## src/rtl/ntt_pkg.sv

```systemverilog
// Shared constants and types for the NTT butterfly scheduler: coefficient width,
// default transform size, scheduler FSM states and the default address type.
package ntt_pkg;

  localparam int COEFF_W  = 17;
  localparam int LOGN_DEF = 8;

  typedef logic [COEFF_W-1:0]  coeff_t;
  typedef logic [LOGN_DEF-1:0] addr_t;

  typedef enum logic [2:0] {
    S_IDLE,
    S_ISSUE,
    S_DRAIN,
    S_FLUSH,
    S_DONE
  } sched_state_e;

endpackage

```

## src/rtl/ntt_addr_gen.sv

```systemverilog
// Combinational butterfly address generator: maps (stage s, butterfly j) to the
// upper/lower operand addresses and the twiddle ROM index.
module ntt_addr_gen
  import ntt_pkg::*;
#(
  parameter int LOGN = LOGN_DEF,
  parameter int SW   = 3
) (
  input  logic [SW-1:0]   s_i,
  input  logic [LOGN-2:0] j_i,
  output logic [LOGN-1:0] addr_a_o,
  output logic [LOGN-1:0] addr_b_o,
  output logic [LOGN-2:0] tf_o
);

  logic [LOGN-1:0] jw;
  logic [LOGN-1:0] half;
  logic [LOGN-1:0] grp;
  logic [LOGN-1:0] k;
  logic [LOGN-1:0] a;

  always_comb begin
    jw   = {1'b0, j_i};
    half = LOGN'(1) << s_i;
    grp  = jw >> s_i;
    k    = jw & (half - 1'b1);
    // Each group of h butterflies spans 2h points; k is the offset inside the group.
    a    = ((grp << s_i) << 1) + k;
    addr_a_o = a;
    addr_b_o = a + half;
    tf_o     = k[LOGN-2:0] << (LOGN - 1 - int'(s_i));
  end

endmodule

```

## src/rtl/ntt_butterfly_sched.sv

```systemverilog
// In-place radix-2 NTT butterfly scheduler: issues read/PE/write controls for a full
// transform. Optional cycle counter output cyc_cnt is enabled by NTT_SCHED_CYCCNT_EN.
module ntt_butterfly_sched
  import ntt_pkg::*;
#(
  parameter int LOGN = LOGN_DEF,
  parameter int N    = COEFF_W
) (
  input  logic            clk,
  input  logic            rst_n,
  input  logic            start,
  input  logic            inv_mode,
  output logic            busy,
  output logic            done,
  output logic            issue_valid,
  output logic [LOGN-1:0] rd_addr_a,
  output logic [LOGN-1:0] rd_addr_b,
  output logic [LOGN-2:0] tf_addr,
  output logic            pe_sub,
  output logic            pe_inv,
  output logic            wr_en,
  output logic [LOGN-1:0] wr_addr
`ifdef NTT_SCHED_CYCCNT_EN
  ,
  output logic [15:0]     cyc_cnt
`endif
);

  localparam int SW = (LOGN > 1) ? $clog2(LOGN) : 1;
  localparam int JW = LOGN - 1;
  localparam logic [SW-1:0] S_LAST = SW'(LOGN - 1);

  if (N != COEFF_W) begin : g_bad_n
    $error("ntt_butterfly_sched: N must equal ntt_pkg::COEFF_W");
  end

  sched_state_e    state_q, state_d;
  logic [SW-1:0]   s_q, s_d;
  logic [JW-1:0]   j_q, j_d;
  logic            sub_q, sub_d;
  logic            wait_q, wait_d;
  logic            inv_q, inv_d;

  logic [LOGN-1:0] gen_a;
  logic [LOGN-1:0] gen_b;
  logic [LOGN-2:0] gen_tf;

  logic            wr_vld_p1_q, wr_vld_p2_q;
  logic [LOGN-1:0] wr_addr_p1_q, wr_addr_p2_q;

  ntt_addr_gen #(
    .LOGN (LOGN),
    .SW   (SW)
  ) u_addr_gen (
    .s_i      (s_q),
    .j_i      (j_q),
    .addr_a_o (gen_a),
    .addr_b_o (gen_b),
    .tf_o     (gen_tf)
  );

  always_ff @(posedge clk or negedge rst_n) begin
    if (!rst_n) begin
      state_q <= S_IDLE;
      s_q     <= '0;
      j_q     <= '0;
      sub_q   <= 1'b0;
      wait_q  <= 1'b0;
      inv_q   <= 1'b0;
    end else begin
      state_q <= state_d;
      s_q     <= s_d;
      j_q     <= j_d;
      sub_q   <= sub_d;
      wait_q  <= wait_d;
      inv_q   <= inv_d;
    end
  end

  always_comb begin
    state_d = state_q;
    s_d     = s_q;
    j_d     = j_q;
    sub_d   = sub_q;
    wait_d  = wait_q;
    inv_d   = inv_q;
    case (state_q)
      S_IDLE: begin
        if (start) begin
          state_d = S_ISSUE;
          inv_d   = inv_mode;
          s_d     = '0;
          j_d     = '0;
          sub_d   = 1'b0;
          wait_d  = 1'b0;
        end
      end
      S_ISSUE: begin
        sub_d = ~sub_q;
        if (sub_q) begin
          // j wraps to 0 on its own at the last butterfly of a stage.
          j_d = j_q + 1'b1;
          if (&j_q) begin
            if (s_q == S_LAST) begin
              s_d     = '0;
              state_d = S_FLUSH;
            end else begin
              s_d     = s_q + 1'b1;
              state_d = S_DRAIN;
            end
          end
        end
      end
      S_DRAIN: begin
        wait_d = ~wait_q;
        if (wait_q) state_d = S_ISSUE;
      end
      S_FLUSH: begin
        wait_d = ~wait_q;
        if (wait_q) state_d = S_DONE;
      end
      S_DONE:  state_d = S_IDLE;
      default: state_d = S_IDLE;
    endcase
  end

  always_comb begin
    issue_valid = (state_q == S_ISSUE);
    busy        = (state_q == S_ISSUE) || (state_q == S_DRAIN) || (state_q == S_FLUSH);
    done        = (state_q == S_DONE);
    pe_sub      = issue_valid & sub_q;
    pe_inv      = busy & inv_q;
    rd_addr_a   = issue_valid ? gen_a  : '0;
    rd_addr_b   = issue_valid ? gen_b  : '0;
    tf_addr     = issue_valid ? gen_tf : '0;
    wr_en       = wr_vld_p2_q;
    wr_addr     = wr_addr_p2_q;
  end

  // p1: RAM read in flight; p2: PE output register, result written this cycle.
  always_ff @(posedge clk or negedge rst_n) begin
    if (!rst_n) begin
      wr_vld_p1_q  <= 1'b0;
      wr_vld_p2_q  <= 1'b0;
      wr_addr_p1_q <= '0;
      wr_addr_p2_q <= '0;
    end else begin
      wr_vld_p1_q  <= issue_valid;
      wr_vld_p2_q  <= wr_vld_p1_q;
      wr_addr_p1_q <= pe_sub ? rd_addr_b : rd_addr_a;
      wr_addr_p2_q <= wr_addr_p1_q;
    end
  end

`ifdef NTT_SCHED_CYCCNT_EN
  logic [15:0] cyc_cnt_q;

  always_ff @(posedge clk or negedge rst_n) begin
    if (!rst_n) begin
      cyc_cnt_q <= '0;
    end else if ((state_q == S_IDLE) && start) begin
      cyc_cnt_q <= '0;
    end else if (busy) begin
      cyc_cnt_q <= cyc_cnt_q + 16'd1;
    end
  end

  assign cyc_cnt = cyc_cnt_q;
`endif

endmodule

```

## config.mk

```make
export PLATFORM = sky130hd
export DESIGN_NAME = ntt_butterfly_sched
export DESIGN_NICKNAME = d
export VERILOG_FILES = /design/src/rtl/ntt_pkg.sv /design/src/rtl/ntt_addr_gen.sv /design/src/rtl/ntt_butterfly_sched.sv
export SDC_FILE = /design/constraint.sdc
export NUM_CORES = 1
export LEC_CHECK = 0
export BUFFER_PORTS_ARGS = -buffer_cell sky130_fd_sc_hd__buf_2
export CELL_PAD_IN_SITES_DETAIL_PLACEMENT = 1
export CELL_PAD_IN_SITES_GLOBAL_PLACEMENT = 1
export CORE_MARGIN = 8
export CORE_UTILIZATION = 30
export DETAILED_ROUTE_END_ITERATION = 16
export GPL_TIMING_DRIVEN = 0
export HOLD_SLACK_MARGIN = 0.03
export PLACE_DENSITY = 0.69
export SYNTH_ARGS = -nofsm -noshare
export SYNTH_HDL_FRONTEND = slang
export SYNTH_SLANG_ARGS = --single-unit
```

## constraint.sdc

```tcl
create_clock -name clk -period 4.87 [get_ports clk]
set_input_delay 0.7305 -clock clk [delete_from_list [all_inputs] [get_ports clk]]
set_output_delay 0.7305 -clock clk [all_outputs]
set_load 0.005 [all_outputs]
```

# Word level (Yosys, flattened, before mapping)
# Cells that the tools add are included.
dict set report word_totals {
  ff_bits 34
  latchBits 0
  ramBits 0
  rom_bits 0
  out_inout_bits 37
  elab_cells 70
  mem_count 0
}
dict set report op_classes {
  add_sub_neg 6
  multipliers 0
  div 0
  order_cmp 0
  eq_ne 10
  n_shift 4
  mux 22
  bitwise_logic 5
  n_reduce_logical 13
}
# operator count
set op_table {}
lappend op_table {{left shift 7 x 32 -> 7 bit} 1}
lappend op_table {{two-way mux 3 bit} 9}
lappend op_table {{two-way mux 8 bit} 3}
lappend op_table {{two-way mux 7 bit} 3}
lappend op_table {{adder 8 bit} 2}
lappend op_table {{case mux 7 bit (2 select lines)} 1}
lappend op_table {{case mux 3 bit (4 select lines)} 1}
lappend op_table {{bitwise AND 7 x 8 -> 8 bit} 1}
lappend op_table {{left shift 1 x 3 -> 8 bit (first input constant)} 1}
lappend op_table {{left shift 8 x 3 -> 7 bit} 1}
lappend op_table {{right shift 7 x 3 -> 8 bit} 1}
lappend op_table {{subtractor 8 x 1 -> 8 bit (second input constant)} 1}
lappend op_table {{adder 7 x 1 -> 7 bit (second input constant)} 1}
lappend op_table {{AND reduction 7 bit} 1}
lappend op_table {{equality test 3 x 2 -> 1 bit (second input constant)} 2}
lappend op_table {{equality test 3 bit (second input constant)} 2}
lappend op_table {{inequality test 2 bit (second input constant)} 3}
lappend op_table {{case mux 3 bit (2 select lines)} 1}
lappend op_table {{AND reduction 2 bit} 3}
lappend op_table {{AND reduction 5 bit} 1}
lappend op_table {{inequality test 2 x 1 -> 1 bit (second input constant)} 2}
lappend op_table {{case mux 1 bit (2 select lines)} 2}
lappend op_table {{AND reduction 4 bit} 1}
lappend op_table {{nonzero test 2 bit} 2}
lappend op_table {{other kinds (10)} 14}

# Depth between registers and ports, before layout
# Gate-level depths: netlist of the first run.
dict set report depth {
  word_depth 7
  depth_mapped 23
  mapped_depth_nobuf 21
}

# By module
# Synthesis of the first run repeated with hierarchy kept, for this count alone.
dict set report hier_totals {
  hier_cells 302
  area_unflattened_um2 2580.0
}
# module instances cells_per_inst area_each_um2 seq_area_each_um2
set modules_own_cells {}
lappend modules_own_cells {ntt_butterfly_sched 1 154 1639.1 850.8}
lappend modules_own_cells {ntt_addr_gen 1 148 940.9 0.0}

# Worst setup path after synthesis of the first run
# No wires, ideal clock.
dict set report synth_path {
  path_kind {register to output}
  startpoint {reg s_q[0]}
  endpoint {out rd_addr_b[7]}
  arrival_ps 3889
  required_ps 4140
  path_slack_ps 251
  path_stages_with_launch 21
  cell_sequence {dfrtp_1 -> inv_1 -> clkbuf_1 -> ha_1 -> nand2_1 -> ha_1 -> nor2b_1 -> ha_1 -> inv_1 -> fa_1 -> nor2b_1 -> o21a_1 -> nor2_1 -> xnor2_1 -> inv_1 -> ha_1 -> inv_1 -> o21ai_2 -> mux2i_1 -> nand3_1 -> mux2i_1}
}
dict set report synth_via {
  elab_chain_len 6
}
# item line_no
set synth_lines {}
lappend synth_lines {{from (decl)} ntt_butterfly_sched.sv:38} ;# logic [SW-1:0] s_q, s_d;
lappend synth_lines {{from (signal assigned)} ntt_butterfly_sched.sv:65} ;# s_q <= '0;
lappend synth_lines {{from (signal assigned)} ntt_butterfly_sched.sv:72} ;# s_q <= s_d;
lappend synth_lines {{left shift 1 x 3 -> 8 bit} ntt_addr_gen.sv:24} ;# half = LOGN'(1) << s_i;
lappend synth_lines {{subtractor 8 x 1 -> 8 bit} ntt_addr_gen.sv:26} ;# k = jw & (half - 1'b1);
lappend synth_lines {{bitwise AND 7 x 8 -> 8 bit} ntt_addr_gen.sv:26}
lappend synth_lines {{adder 8 bit} ntt_addr_gen.sv:28} ;# a = ((grp << s_i) << 1) + k;
lappend synth_lines {{adder 8 bit (*)} ntt_addr_gen.sv:30} ;# addr_b_o = a + half;
lappend synth_lines {{two-way mux 8 bit (*)} ntt_butterfly_sched.sv:134} ;# rd_addr_b = issue_valid ? gen_b : '0;
lappend synth_lines {{to (decl)} ntt_butterfly_sched.sv:17} ;# output logic [LOGN-1:0] rd_addr_b,
# Every way passes the cells marked *; elsewhere a longest branch is shown, timed or not.

# Worst setup path in the final report of the first run
dict set report layout_path {
  startpoint {reg s_q[1]}
  endpoint {out rd_addr_b[7]}
}
# The elaborated chain is that of the path after synthesis.

==> results of run 1 <==
-- logic make-up after synthesis --
| group | after synthesis | synth area share |
|---|---|---|
| xor+xnor | 13 | 0.0509 |
| mux | 7 | 0.0294 |
| flops | 34 | 0.339 |
| simple gates | 127 | 0.252 |
| buf+inv | 34 | 0.0534 |
| other cells | 1 | 0.00149 |
| compound gates | 62 | 0.166 |
| fa+ha+maj | 21 | 0.108 |
-- metal layers --
metal / wire [µm] / global-route usage / part of all wire
met1: 3860 / 0.172 / 0.43
met2: 4490 / 0.240 / 0.51
met3: 387 / 0.0269 / 0.044
met4: 136 / 0.0545 / 0.015
met5: 0 / 0 / 0
-- placed cells by master, fill, tap and decap left out, types with 3 or more instances in the layout --
master and instances:
a211oi_1 4, a21oi_1 11, a31oi_1 5, and2_1 11, and3_1 6, buf_2 42
buf_4 22, buf_6 4, clkbuf_1 4, clkbuf_8 6, dfrtp_1 33, ha_1 7
ha_4 12, inv_1 17, inv_2 3, mux2_2 3, mux2i_1 4, nand2_1 25
nand2_4 4, nand3_1 10, nand4_1 5, nor2_1 35, nor2b_1 3, nor3_1 7
o21a_1 3, o21ai_0 16, xnor2_1 7, xnor2_2 3
-- state kept, by name, summed over array words and instances, names as in the netlist --
signal        cells
inv_q             1
j_q               7
s_q               3
state_q           3
sub_q             1
wait_q            1
wr_addr           8
wr_addr_p1_q      8
wr_en             1
wr_vld_p1_q       1
-- Yosys cell counts, types with 2 or more instances --
library cell,number
a211oi_1,4
xor2_1,2
nand3_1,10
nor2b_1,4
nand2_1,28
and2_1,11
a21oi_1,12
buf_1,2
o21ai_0,17
nor2_1,36
nor3_1,8
xnor2_1,10
a21o_1,2
dfrtp_1,34
or3_1,2
buf_2,3
or2_2,2
ha_1,20
inv_1,21
o21a_1,3
mux2i_1,4
clkbuf_1,5
nand4_1,5
a31oi_1,5
nand2b_1,4
o22ai_1,2
and3_1,6
mux2_2,3
-- metrics by stage --
stage / hold WS, ps / TNS (ps)
after global placement: 332 / -1350
final: 350 / 0
after global routing: 353 / -79.5
after floorplan: 331 / 0
after CTS: 355 / 0
after detailed placement: 337 / -1290
-- timing repair --
action,in CTS,in global routing
gates cloned,0,0
setup endpoints to repair,5,3
hold buffers,0,0
setup buffers,11,13
pin swaps,11,13
gates resized for setup,38,28
-- final cells by class --
class / count / area, µm²
Timing Repair Buffer: 64 / 388
Multi-Input combinational cell: 231 / 1810
Sequential cell: 34 / 852
Buffer: 10 / 76.3
Clock buffer: 7 / 76.3
Tap cell: 105 / 131
Inverter: 23 / 93.8
Clock inverter: 1 / 30.0
Fill cell: 994 / 4720
-- power by group --
part	total, mW	internal (mW)	leakage [nW]	switching, mW
combinational	2.00	0.976	1.17	1.02
sequential	0.492	0.400	0.392	0.0920
clock	0.264	0.153	0.0524	0.110
total	2.75	1.53	1.61	1.23
-- how the worst max path moves through the flow --
stage / to / depth (start not counted)
floorplan: rd_addr_b[7] / 20
detailed placement: rd_addr_b[7] / 21
finish: rd_addr_b[7] / 23
global route: rd_addr_b[7] / 23
global placement: rd_addr_b[7] / 21
CTS: rd_addr_b[7] / 19
==> out/summary.json, run 1 <==
{
  "detail_route.iter0.violations": {"value": 123},
  "layout.cells.non_filler": {"value": 475},
  "cpMostUsedCell": {"value": "ha_4"},
  "outcome": {"value": "complete, no violations"},
  "global_router_s_overall_resource_usage": {"value": 0.141},
  "initial_core_utilization": {"value": 0.307},
  "cap_violations": {"value": 0},
  "grt_pass1_vias": {"value": 2572},
  "regToRegStartpoint": {"value": "s_q[1]"},
  "yosys_register_bits": {"value": 34},
  "grt_pass1_wl": {"value": 13.0, "unit": "mm"},
  "routed-via-count": {"value": 2490},
  "total_gr_overflow": {"value": 0},
  "clock_tree.htree_level_count": {"value": 2},
  "synthCells": {"value": 299},
  "hold_path_startpoint": {"value": "wr_addr_p1_q[4]"},
  "tcrit_tclk_final": {"value": 0.989},
  "worstPathRequired": {"value": 4140, "unit": "ps"},
  "floorplan.rows": {"value": 33},
  "fmax": {"value": 208, "unit": "MHz"},
  "core_region_area": {"value": 0.00818, "unit": "mm²"},
  "max-clock-path-buffers": {"value": 2},
  "postSynthNetCount": {"value": 324},
  "finish.utilization": {"value": 0.423},
  "io_pins": {"value": 41},
  "critical_path_class": {"value": "reg2out"},
  "routabilityCongestion": {"value": 0.899},
  "critical_path.slowest_cell": {"value": "dfrtp_1"},
  "seq_total_area_yosys": {"value": 0.339},
  "timing.hold.worst_endpoint": {"value": "wr_addr[4]"},
  "cts_buffer_count": {"value": 5},
  "nets": {"value": 394},
  "pin_count_of_the_biggest_net_entering_global_routing": {"value": 35},
  "port_buffers": {"value": 40},
  "worstSetupStartpointType": {"value": "flip-flop"},
  "setup_viol_count_final": {"value": 0},
  "r2r_setup_slack": {"value": 960, "unit": "ps"},
  "p_total": {"value": 2.75, "unit": "mW"},
  "post-route-min-period": {"value": 4820, "unit": "ps"},
  "timing.final.max_slew_violations": {"value": 0},
  "timing.final.hold_violations": {"value": 0},
  "highest_ir_drop_seen_on_vdd": {"value": 241, "unit": "µV"},
  "cts.root.buffer_cell": {"value": "clkbuf_8"},
  "final_cell_area": {"value": 0.00346, "unit": "mm²"},
  "power.leakage": {"value": 1.61, "unit": "nW"},
  "worst_pin_slew": {"value": 869, "unit": "ps"},
  "chipHeight": {"value": 107, "unit": "µm"},
  "yosysTopAreaCell": {"value": "dfrtp_1"},
  "syn_to_final_growth": {"value": 37.8, "unit": "%"},
  "die_width": {"value": 107, "unit": "µm"},
  "clock_skew": {"value": 5.36, "unit": "ps"},
  "synth.lib_cells_used.distinct": {"value": 62},
  "drtPass1Iterations": {"value": 4},
  "number_of_antenna_violations_at_the_first_check_in_global_routing": {"value": 0},
  "postLayoutSetupSlackWorst": {"value": 54.2, "unit": "ps"},
  "tritoncts": {"value": "done"},
  "cp_cell_sequence": {"value": "clkbuf_8 -> inv_4 -> ha_4 -> buf_8 -> nand2_4 -> ha_4 -> nand2b_4 -> xnor2_2 -> a21oi_2 -> nand2b_4 -> inv_1 -> ha_4 -> o21a_1 -> nor2_2 -> xnor2_2 -> inv_2 -> ha_4 -> inv_1 -> o21ai_2 -> mux2i_1 -> nand3_1 -> mux2i_1 -> buf_2"},
  "synth_ff_type": {"value": "dfrtp_1"},
  "diodes": {"value": 0},
  "yosys.area.top_type_share": {"value": 0.339},
  "async_reset_ff_frac": {"value": 1.00},
  "dpl.cell_count": {"value": 444},
  "cts.sink_count": {"value": 34},
  "synth_area_per_cell": {"value": 8.39, "unit": "µm²"},
  "timing.critical_path.max_delay_family": {"value": "adder cells"},
  "hpwl": {"value": 5.62, "unit": "mm"},
  "clk_latency": {"value": 280, "unit": "ps"},
  "number_of_enable_flip_flop_cells_after_synthesis": {"value": 0},
  "power.density_cell_area": {"value": 797, "unit": "mW/mm²"},
  "detailedPlace.worstSlack": {"value": -640, "unit": "ps"},
  "wl": {"value": 8.87, "unit": "mm"},
  "avgRoutedWirePerCell": {"value": 18.7, "unit": "µm"},
  "startpoint": {"value": "s_q[1]"},
  "syn_area": {"value": 0.00251, "unit": "mm²"},
  "worst-endpoint-arrival": {"value": 4090, "unit": "ps"},
  "critical_path_buf_inv_count": {"value": 7},
  "ys_warn_count": {"value": 0},
  "setup.worst_path.end_class": {"value": "output port"},
  "worstRegToRegCells": {"value": 21},
  "dpl_cell_area": {"value": 0.00284, "unit": "mm²"},
  "hold_path_depth": {"value": 0},
  "worst-path-max-fanout": {"value": 9},
  "fp.dieArea": {"value": 0.0115, "unit": "mm²"},
  "min_path_type": {"value": "reg2reg"},
  "clkTransAtPathRegs": {"value": 80, "unit": "ps"},
  "critical-path-max-stage-delay": {"value": 400, "unit": "ps"},
  "drc": {"value": 0},
  "vias_per_cell": {"value": 5.24},
  "final_antenna_net_count": {"value": 0},
  "netlist_top_cells_area": {"value": "dfrtp_1, ha_1, nor2_1, nand2_1, xnor2_1"},
  "layout-drive-gt1-share": {"value": 0.338},
  "maxSlewHeadroom": {"value": 0.413},
  "critical_path.reg2reg.endpoint": {"value": "wr_addr_p1_q[7]"}
}
(Power assumes the default switching activity.)
==> inputs of run 2 (changes only) <==
--- a/config.mk
+++ b/config.mk
@@ -6,14 +6,13 @@
 export NUM_CORES = 1
 export LEC_CHECK = 0
 export BUFFER_PORTS_ARGS = -buffer_cell sky130_fd_sc_hd__buf_2
-export CELL_PAD_IN_SITES_DETAIL_PLACEMENT = 1
-export CELL_PAD_IN_SITES_GLOBAL_PLACEMENT = 1
 export CORE_MARGIN = 8
 export CORE_UTILIZATION = 30
+export CTS_BUF_LIST = sky130_fd_sc_hd__clkbuf_8
 export DETAILED_ROUTE_END_ITERATION = 16
 export GPL_TIMING_DRIVEN = 0
 export HOLD_SLACK_MARGIN = 0.03
-export PLACE_DENSITY = 0.69
+export PLACE_DENSITY = 0.57
 export SYNTH_ARGS = -nofsm -noshare
 export SYNTH_HDL_FRONTEND = slang
 export SYNTH_SLANG_ARGS = --single-unit
==> constraint.sdc (replaced) <==
create_clock -name clk -period 4.87 [get_ports clk]
set_input_delay 0.974 -clock clk [delete_from_list [all_inputs] [get_ports clk]]
set_output_delay 0.974 -clock clk [all_outputs]
set_load 0.005 [all_outputs]
==> run 2 against run 1 <==
Final area up 3.0%. Critical path depth decreased by 5. Hold slack lost 1.1 ps. Clock power shrank 14%. Sequential share of layout area down 0.72 points. Clock skew up 1.1 ps. The flow now finishes with violations (negative setup slack). Largest cell class unchanged.
==> out/summary.json, run 2 (synthesized netlist as in run 1, its figures left out) <==
{
  "num-fill-cells": {"value": 793, "change": "was 994"},
  "core_region_area": {"value": 0.00818, "unit": "mm²", "change": "unchanged"},
  "post-route-min-period": {"value": 4890, "unit": "ps", "change": "was 4820 ps"},
  "detail_route.iter0.violations": {"value": 195, "change": "was 123"},
  "fmax": {"value": 205, "unit": "MHz", "change": "was 208 MHz"},
  "chipHeight": {"value": 107, "unit": "µm", "change": "unchanged"},
  "highest_ir_drop_seen_on_vdd": {"value": 260, "unit": "µV", "change": "was 241 µV"},
  "worstPathRequired": {"value": 3900, "unit": "ps", "change": "was 4140 ps"},
  "setup_tns": {"value": -16.6, "unit": "ps", "change": "was 0 ps"},
  "critical_path_class": {"value": "reg2out", "change": "unchanged"},
  "timing.final.hold_violations": {"value": 0, "change": "unchanged"},
  "number_of_antenna_violations_at_the_first_check_in_global_routing": {"value": 0, "change": "unchanged"},
  "cp_cell_sequence": {"value": "buf_6 -> ha_4 -> ha_4 -> or3_4 -> and3_4 -> ha_4 -> nor2b_2 -> o21a_1 -> nor2_2 -> xnor2_2 -> inv_2 -> ha_4 -> inv_4 -> o21ai_4 -> mux2i_2 -> nand3_1 -> mux2i_1 -> buf_2", "change": "was clkbuf_8 -> inv_4 -> ha_4 -> buf_8 -> nand2_4 -> ha_4 -> nand2b_4 -> xnor2_2 -> a21oi_2 -> nand2b_4 -> inv_1 -> ha_4 -> o21a_1 -> nor2_2 -> xnor2_2 -> inv_2 -> ha_4 -> inv_1 -> o21ai_2 -> mux2i_1 -> nand3_1 -> mux2i_1 -> buf_2"},
  "worst-endpoint-arrival": {"value": 3910, "unit": "ps", "change": "was 4090 ps"},
  "drtPass1Iterations": {"value": 5, "change": "was 4"},
  "cpMostUsedCell": {"value": "ha_4", "change": "unchanged"},
  "global_router_s_overall_resource_usage": {"value": 0.131, "change": "was 0.141"},
  "finish.utilization": {"value": 0.436, "change": "was 0.423"},
  "worstSetupStartpointType": {"value": "flip-flop", "change": "unchanged"},
  "pin_count_of_the_biggest_net_entering_global_routing": {"value": 35, "change": "unchanged"},
  "violations": {"value": "negative setup slack"},
  "layout-drive-gt1-share": {"value": 0.379, "change": "was 0.338"},
  "routabilityCongestion": {"value": 0.868, "change": "was 0.899"},
  "layout.cells.most_common_list": {"value": "buf_2, nor2_1, dfrtp_1, buf_4, nand2_1", "change": "was buf_2, nor2_1, dfrtp_1"},
  "critical-path-max-stage-delay": {"value": 400, "unit": "ps", "change": "about the same"},
  "timing.final.max_slew_violations": {"value": 0, "change": "unchanged"},
  "critical_path.slowest_cell": {"value": "dfrtp_1", "change": "unchanged"},
  "grt_pass1_vias": {"value": 2394, "change": "was 2572"},
  "port_buffers": {"value": 40, "change": "unchanged"},
  "tcrit_tclk_final": {"value": 1.00, "change": "was 0.989"},
  "multi_input_comb_area": {"value": 0.00185, "unit": "mm²", "change": "was 0.00181 mm²"},
  "nets": {"value": 404, "change": "was 394"},
  "p_total": {"value": 2.70, "unit": "mW", "change": "was 2.75 mW"},
  "cts.sink_count": {"value": 34, "change": "unchanged"},
  "layout.cells.most_common": {"value": "buf_2", "change": "unchanged"},
  "setup.worst_path.end_class": {"value": "output port", "change": "unchanged"},
  "total_gr_overflow": {"value": 0, "change": "unchanged"},
  "diodes": {"value": 0, "change": "unchanged"},
  "fp.dieArea": {"value": 0.0115, "unit": "mm²", "change": "unchanged"},
  "postLayoutSetupSlackWorst": {"value": -16.6, "unit": "ps", "change": "was 54.2 ps"},
  "avgRoutedWirePerCell": {"value": 16.0, "unit": "µm", "change": "was 18.7 µm"},
  "clock_tree.htree_level_count": {"value": 2, "change": "unchanged"},
  "sequential_cell_area": {"value": 852, "unit": "µm²", "change": "unchanged"},
  "io_pins": {"value": 41, "change": "unchanged"},
  "setup_viol_count_final": {"value": 1, "change": "was 0"},
  "cts_buffer_count": {"value": 5, "change": "unchanged"},
  "unrepaired_setup_endpoints_after_global_routing": {"value": "yes"},
  "cap_violations": {"value": 0, "change": "unchanged"},
  "wl": {"value": 7.74, "unit": "mm", "change": "was 8.87 mm"},
  "die_width": {"value": 107, "unit": "µm", "change": "unchanged"},
  "power.density_cell_area": {"value": 759, "unit": "mW/mm²", "change": "was 797 mW/mm²"},
  "worst_pin_slew": {"value": 920, "unit": "ps", "change": "was 869 ps"},
  "outcome": {"value": "finished with violations", "change": "was complete, no violations"},
  "grt_pass1_wl": {"value": 12.2, "unit": "mm", "change": "was 13.0 mm"},
  "tritoncts": {"value": "done", "change": "unchanged"},
  "worst-path-max-fanout": {"value": 5, "change": "was 9"},
  "min_path_type": {"value": "reg2reg", "change": "unchanged"},
  "initial_core_utilization": {"value": 0.307, "change": "unchanged"},
  "floorplan.rows": {"value": 33, "change": "unchanged"},
  "syn_to_final_growth": {"value": 41.9, "unit": "%", "change": "was 37.8%"},
  "clkTransAtPathRegs": {"value": 80, "unit": "ps", "change": "about the same"},
  "max-clock-path-buffers": {"value": 2, "change": "unchanged"},
  "maxSlewHeadroom": {"value": 0.378, "change": "was 0.413"},
  "drc": {"value": 0, "change": "unchanged"},
  "hpwl": {"value": 5.19, "unit": "mm", "change": "was 5.62 mm"},
  "routed-via-count": {"value": 2513, "change": "was 2490"},
  "clk_latency": {"value": 290, "unit": "ps", "change": "was 280 ps"},
  "final_antenna_net_count": {"value": 0, "change": "unchanged"},
  "vias_per_cell": {"value": 5.18, "change": "was 5.24"},
  "power.leakage": {"value": 1.67, "unit": "nW", "change": "was 1.61 nW"},
  "cts.root.buffer_cell": {"value": "clkbuf_8", "change": "unchanged"},
  "clock_skew": {"value": 6.47, "unit": "ps", "change": "was 5.36 ps"}
}
## run 2: final cells by class
cell class                 instances  share of cell area
tap                              105              0.0369
clock buffer                       6              0.0232
clock inverter                     2             0.00351
sequential                        34               0.239
buffer                             9              0.0179
timing repair buffer              75               0.132
multi-input combinational        231               0.518
inverter                          23              0.0288
## run 2: worst max-delay path, delay by kind of cell, from the launching register on
kind                     cells  cell delay [ps]
multiplexers                 2              440
AO/OA/AOI/OAI                2              360
AND/OR/NAND/NOR              5              960
flip-flops                   1              400
buffers and inverters        4              380
XOR/XNOR                     1              150
adder cells (fa/ha/maj)      4              910
## run 2: report_power, final
part / switching [mW] / total, mW / leakage (nW) / internal (mW)
combinational: 1.01 / 1.99 / 1.23 / 0.979
sequential: 0.0898 / 0.489 / 0.392 / 0.399
clock: 0.113 / 0.227 / 0.0472 / 0.114
total: 1.21 / 2.70 / 1.67 / 1.49
## run 2: what timing repair did
item,CTS,global route
endpoints found under the setup margin,8,3
setup buffers,22,13
hold buffers,0,0
gates resized for setup,58,19
hold endpoints to repair,0,0
pin swaps,18,16
## run 2: final timing paths
check | startpoint | end | slack (ps) | depth (start not counted)
max reg2reg | s_q[1] | wr_addr_p1_q[7] | 1050 | 21
min | wr_addr_p1_q[2] | wr_addr[2] | 350 | 0
min reg2reg | wr_addr_p1_q[2] | wr_addr[2] | 350 | 0
min in group asynchronous | rst_n | wr_addr_p1_q[5] | 760 | 1
max | s_q[1] | rd_addr_b[7] | -20 | 18
max in group asynchronous | rst_n | s_q[0] | 3580 | 1
## run 2: stage by stage
stage,setup slack (ps),hold slack [ps],cell area (µm²),instances
CTS,2.51,352,3380,473
floorplan,7.01,331,2510,299
global placement,-819,333,2840,444
detailed placement,-849,336,2840,444
finish,-16.6,349,3560,485
global route,-175,359,3560,485
## run 2: routing by layer
metal	vias up	GRT usage	routed length, µm
li1	1200	-	-
met1	1221	0.176	3500
met2	85	0.211	3750
met3	7	0.0210	376
met4	0	0.0396	114
met5	-	0	0
==> inputs of run 3 (changes only) <==
--- a/config.mk
+++ b/config.mk
@@ -5,6 +5,7 @@
 export SDC_FILE = /design/constraint.sdc
 export NUM_CORES = 1
 export LEC_CHECK = 0
+export ABC_CLOCK_PERIOD_IN_PS = 4870
 export BUFFER_PORTS_ARGS = -buffer_cell sky130_fd_sc_hd__buf_2
 export CORE_MARGIN = 8
 export CORE_UTILIZATION = 30
@@ -12,6 +13,7 @@
 export DETAILED_ROUTE_END_ITERATION = 16
 export GPL_TIMING_DRIVEN = 0
 export HOLD_SLACK_MARGIN = 0.03
+export MAX_ROUTING_LAYER = met4
 export PLACE_DENSITY = 0.57
 export SYNTH_ARGS = -nofsm -noshare
 export SYNTH_HDL_FRONTEND = slang
==> constraint.sdc (replaced) <==
create_clock -name clk -period 4.87 [get_ports clk]
set_input_delay 0.487 -clock clk [delete_from_list [all_inputs] [get_ports clk]]
set_output_delay 0.487 -clock clk [all_outputs]
set_load 0.005 [all_outputs]
==> run 3 against run 2 <==
The flow now finishes without violations. Final area is 9.0% lower. Largest cell class unchanged. Utilization is 3.9 points lower. Die area unchanged. Sequential share of layout area rose by 2.3 points. Critical endpoint unchanged. Critical path type unchanged. Routed wire length decreased by 8.9%. Maximum frequency increased by 5.8%.
==> out/summary.json, run 3 (synthesized netlist as in run 1, its figures left out) <==
{
  "fmax": {"value": 216, "unit": "MHz", "change": "was 205 MHz"},
  "worstSetupPathDepth": {"value": 18, "change": "unchanged"},
  "grt_pass1_vias": {"value": 2255, "change": "was 2394"},
  "die_width": {"value": 107, "unit": "µm", "change": "unchanged"},
  "pin_count_of_the_biggest_net_entering_global_routing": {"value": 35, "change": "unchanged"},
  "tcrit_tclk_final": {"value": 0.949, "change": "was 1.00"},
  "dpl_cell_area": {"value": 0.00284, "unit": "mm²", "change": "unchanged"},
  "worstRegToRegCells": {"value": 19, "change": "was 21"},
  "worst-endpoint-arrival": {"value": 4130, "unit": "ps", "change": "was 3910 ps"},
  "syn_to_final_growth": {"value": 29.2, "unit": "%", "change": "was 41.9%"},
  "critical_path_buf_inv_count": {"value": 4, "change": "unchanged"},
  "power.leakage": {"value": 1.51, "unit": "nW", "change": "was 1.67 nW"},
  "chipHeight": {"value": 107, "unit": "µm", "change": "unchanged"},
  "clkTransAtPathRegs": {"value": 80, "unit": "ps", "change": "about the same"},
  "clock_skew": {"value": 4.19, "unit": "ps", "change": "was 6.47 ps"},
  "cpMostUsedCell": {"value": "ha_1", "change": "was ha_4"},
  "cts.sink_count": {"value": 34, "change": "unchanged"},
  "postLayoutSetupSlackWorst": {"value": 250, "unit": "ps", "change": "was -16.6 ps"},
  "critical_path.slowest_cell": {"value": "dfrtp_1", "change": "unchanged"},
  "global_router_s_overall_resource_usage": {"value": 0.126, "change": "was 0.131"},
  "initial_core_utilization": {"value": 0.307, "change": "unchanged"},
  "critical_path_class": {"value": "reg2out", "change": "unchanged"},
  "wl": {"value": 7.05, "unit": "mm", "change": "was 7.74 mm"},
  "diodes": {"value": 0, "change": "unchanged"},
  "cts_buffer_count": {"value": 5, "change": "unchanged"},
  "final_antenna_net_count": {"value": 0, "change": "unchanged"},
  "layout.cells.most_common_list": {"value": "buf_2, nor2_1, dfrtp_1", "change": "was buf_2, nor2_1, dfrtp_1, buf_4, nand2_1"},
  "drtPass1Iterations": {"value": 4, "change": "was 5"},
  "timing.critical_path.max_delay_family": {"value": "compound AO/OA/AOI/OAI gates", "change": "was simple AND/OR/NAND/NOR gates"},
  "routabilityCongestion": {"value": 0.889, "change": "was 0.868"},
  "avgRoutedWirePerCell": {"value": 15.3, "unit": "µm", "change": "was 16.0 µm"},
  "setup_viol_count_final": {"value": 0, "change": "was 1"},
  "worst_pin_slew": {"value": 928, "unit": "ps", "change": "was 920 ps"},
  "power.density_cell_area": {"value": 771, "unit": "mW/mm²", "change": "was 759 mW/mm²"},
  "worst_hold_slack": {"value": 263, "unit": "ps", "change": "was 349 ps"},
  "r2r_setup_slack": {"value": 980, "unit": "ps", "change": "was 1050 ps"},
  "final_cell_area": {"value": 0.00324, "unit": "mm²", "change": "was 0.00356 mm²"},
  "total_gr_overflow": {"value": 0, "change": "unchanged"},
  "detail_route.iter0.violations": {"value": 161, "change": "was 195"},
  "detailedPlace.worstSlack": {"value": -376, "unit": "ps", "change": "was -849 ps"},
  "highest_ir_drop_seen_on_vdd": {"value": 228, "unit": "µV", "change": "was 260 µV"},
  "worstPathRequired": {"value": 4380, "unit": "ps", "change": "was 3900 ps"},
  "layout.cells.non_filler": {"value": 461, "change": "was 485"},
  "cp_cell_sequence": {"value": "clkinvlp_4 -> buf_4 -> ha_1 -> nor2b_4 -> xor2_4 -> nand2_2 -> inv_1 -> ha_1 -> a21o_1 -> a21o_1 -> a2111o_1 -> o311ai_2 -> ha_1 -> nor2b_1 -> mux2i_1 -> nand3_1 -> mux2i_1 -> buf_2", "change": "was buf_6 -> ha_4 -> ha_4 -> or3_4 -> and3_4 -> ha_4 -> nor2b_2 -> o21a_1 -> nor2_2 -> xnor2_2 -> inv_2 -> ha_4 -> inv_4 -> o21ai_4 -> mux2i_2 -> nand3_1 -> mux2i_1 -> buf_2"},
  "clk_latency": {"value": 300, "unit": "ps", "change": "was 290 ps"},
  "grt_pass1_wl": {"value": 11.2, "unit": "mm", "change": "was 12.2 mm"},
  "routed-via-count": {"value": 2366, "change": "was 2513"},
  "setup.worst_path.end_class": {"value": "output port", "change": "unchanged"},
  "timing.final.max_slew_violations": {"value": 0, "change": "unchanged"},
  "tritoncts": {"value": "done", "change": "unchanged"},
  "fp.dieArea": {"value": 0.0115, "unit": "mm²", "change": "unchanged"},
  "nets": {"value": 380, "change": "was 404"},
  "hpwl": {"value": 5.25, "unit": "mm", "change": "was 5.19 mm"},
  "critical-path-max-stage-delay": {"value": 440, "unit": "ps", "change": "was 400 ps"},
  "layout.cells.most_common": {"value": "buf_2", "change": "unchanged"},
  "drc": {"value": 0, "change": "unchanged"},
  "number_of_antenna_violations_at_the_first_check_in_global_routing": {"value": 0, "change": "unchanged"},
  "dpl.cell_count": {"value": 444, "change": "unchanged"},
  "maxSlewHeadroom": {"value": 0.373, "change": "was 0.378"},
  "max-clock-path-buffers": {"value": 2, "change": "unchanged"},
  "startpoint": {"value": "s_q[0]", "change": "was s_q[1]"},
  "timing.final.hold_violations": {"value": 0, "change": "unchanged"},
  "setup_tns": {"value": 0, "unit": "ps", "change": "was -16.6 ps"},
  "io_pins": {"value": 41, "change": "unchanged"},
  "cts.root.buffer_cell": {"value": "clkbuf_8", "change": "unchanged"},
  "critPathCapture": {"value": "rd_addr_b[7]", "change": "unchanged"},
  "core_region_area": {"value": 0.00818, "unit": "mm²", "change": "unchanged"},
  "floorplan.rows": {"value": 33, "change": "unchanged"},
  "outcome": {"value": "complete, no violations", "change": "was finished with violations"},
  "regToRegStartpoint": {"value": "s_q[1]", "change": "unchanged"},
  "layout-drive-gt1-share": {"value": 0.287, "change": "was 0.379"},
  "worstSetupStartpointType": {"value": "flip-flop", "change": "unchanged"},
  "port_buffers": {"value": 40, "change": "unchanged"},
  "clock_tree.htree_level_count": {"value": 2, "change": "unchanged"},
  "vias_per_cell": {"value": 5.13, "change": "was 5.18"},
  "worst-path-max-fanout": {"value": 12, "change": "was 5"},
  "post-route-min-period": {"value": 4620, "unit": "ps", "change": "was 4890 ps"},
  "critical_path.reg2reg.endpoint": {"value": "wr_addr_p1_q[7]", "change": "unchanged"},
  "cap_violations": {"value": 0, "change": "unchanged"},
  "num-fill-cells": {"value": 850, "change": "was 793"},
  "min_path_type": {"value": "in2async", "change": "was reg2reg"}
}
## run 3: changes by cell type in the layout (fill, tap and decap cells not counted), sizes merged
| cell | delta |
|---|---|
| buf | -24 |
| inv | -1 |
| clkbuf | -1 |
| bufinv | +2 |
## run 3: cell type report
| type | instances | area (µm²) | share of cell area |
|---|---|---|---|
| multi-input combinational | 231 | 1690 | 0.522 |
| clock inverter | 3 | 68.8 | 0.0212 |
| inverter | 23 | 93.8 | 0.0289 |
| buffer | 10 | 61.3 | 0.0189 |
| timing repair buffer | 50 | 275 | 0.0849 |
| tap | 105 | 131 | 0.0405 |
| sequential | 34 | 851 | 0.262 |
| clock buffer | 5 | 68.8 | 0.0212 |
## run 3: worst min path at each step
stage / slack (ps) / end
3_5_place_dp: 340 / wr_addr[2]
4_1_cts: 280 / wr_addr[1]
5_1_grt: 330 / wr_addr[4]
3_3_place_gp: 330 / wr_addr[2]
6_report: 260 / wr_addr[4]
2_1_floorplan: 190 / inv_q
## run 3: repair_timing
| item | CTS | global route |
|---|---|---|
| hold buffers | 0 | 0 |
| endpoints found under the setup margin | 3 | 2 |
| pin swaps | 2 | 8 |
| buffers inserted | 4 | 6 |
| gates resized for setup | 19 | 22 |
## run 3: through the flow
stage                util  power (mW)
floorplan               -        1.44
global placement    0.347        1.93
detailed placement  0.347        1.94
CTS                 0.375        2.35
global route        0.397        2.73
finish              0.397        2.50
## run 3: power by group
group	switching (mW)	internal (mW)
clock network	0.115	0.205
registers	0.0794	0.399
logic	0.881	0.818
total	1.08	1.42
## run 3: metal layers
| metal | track usage | routed length (µm) | share of wire |
|---|---|---|---|
| met1 | 0.159 | 3230 | 0.46 |
| met4 | 0.0515 | 166 | 0.024 |
| met3 | 0.0240 | 413 | 0.059 |
| met2 | 0.193 | 3230 | 0.46 |
| met5 | - | 0 | 0 |
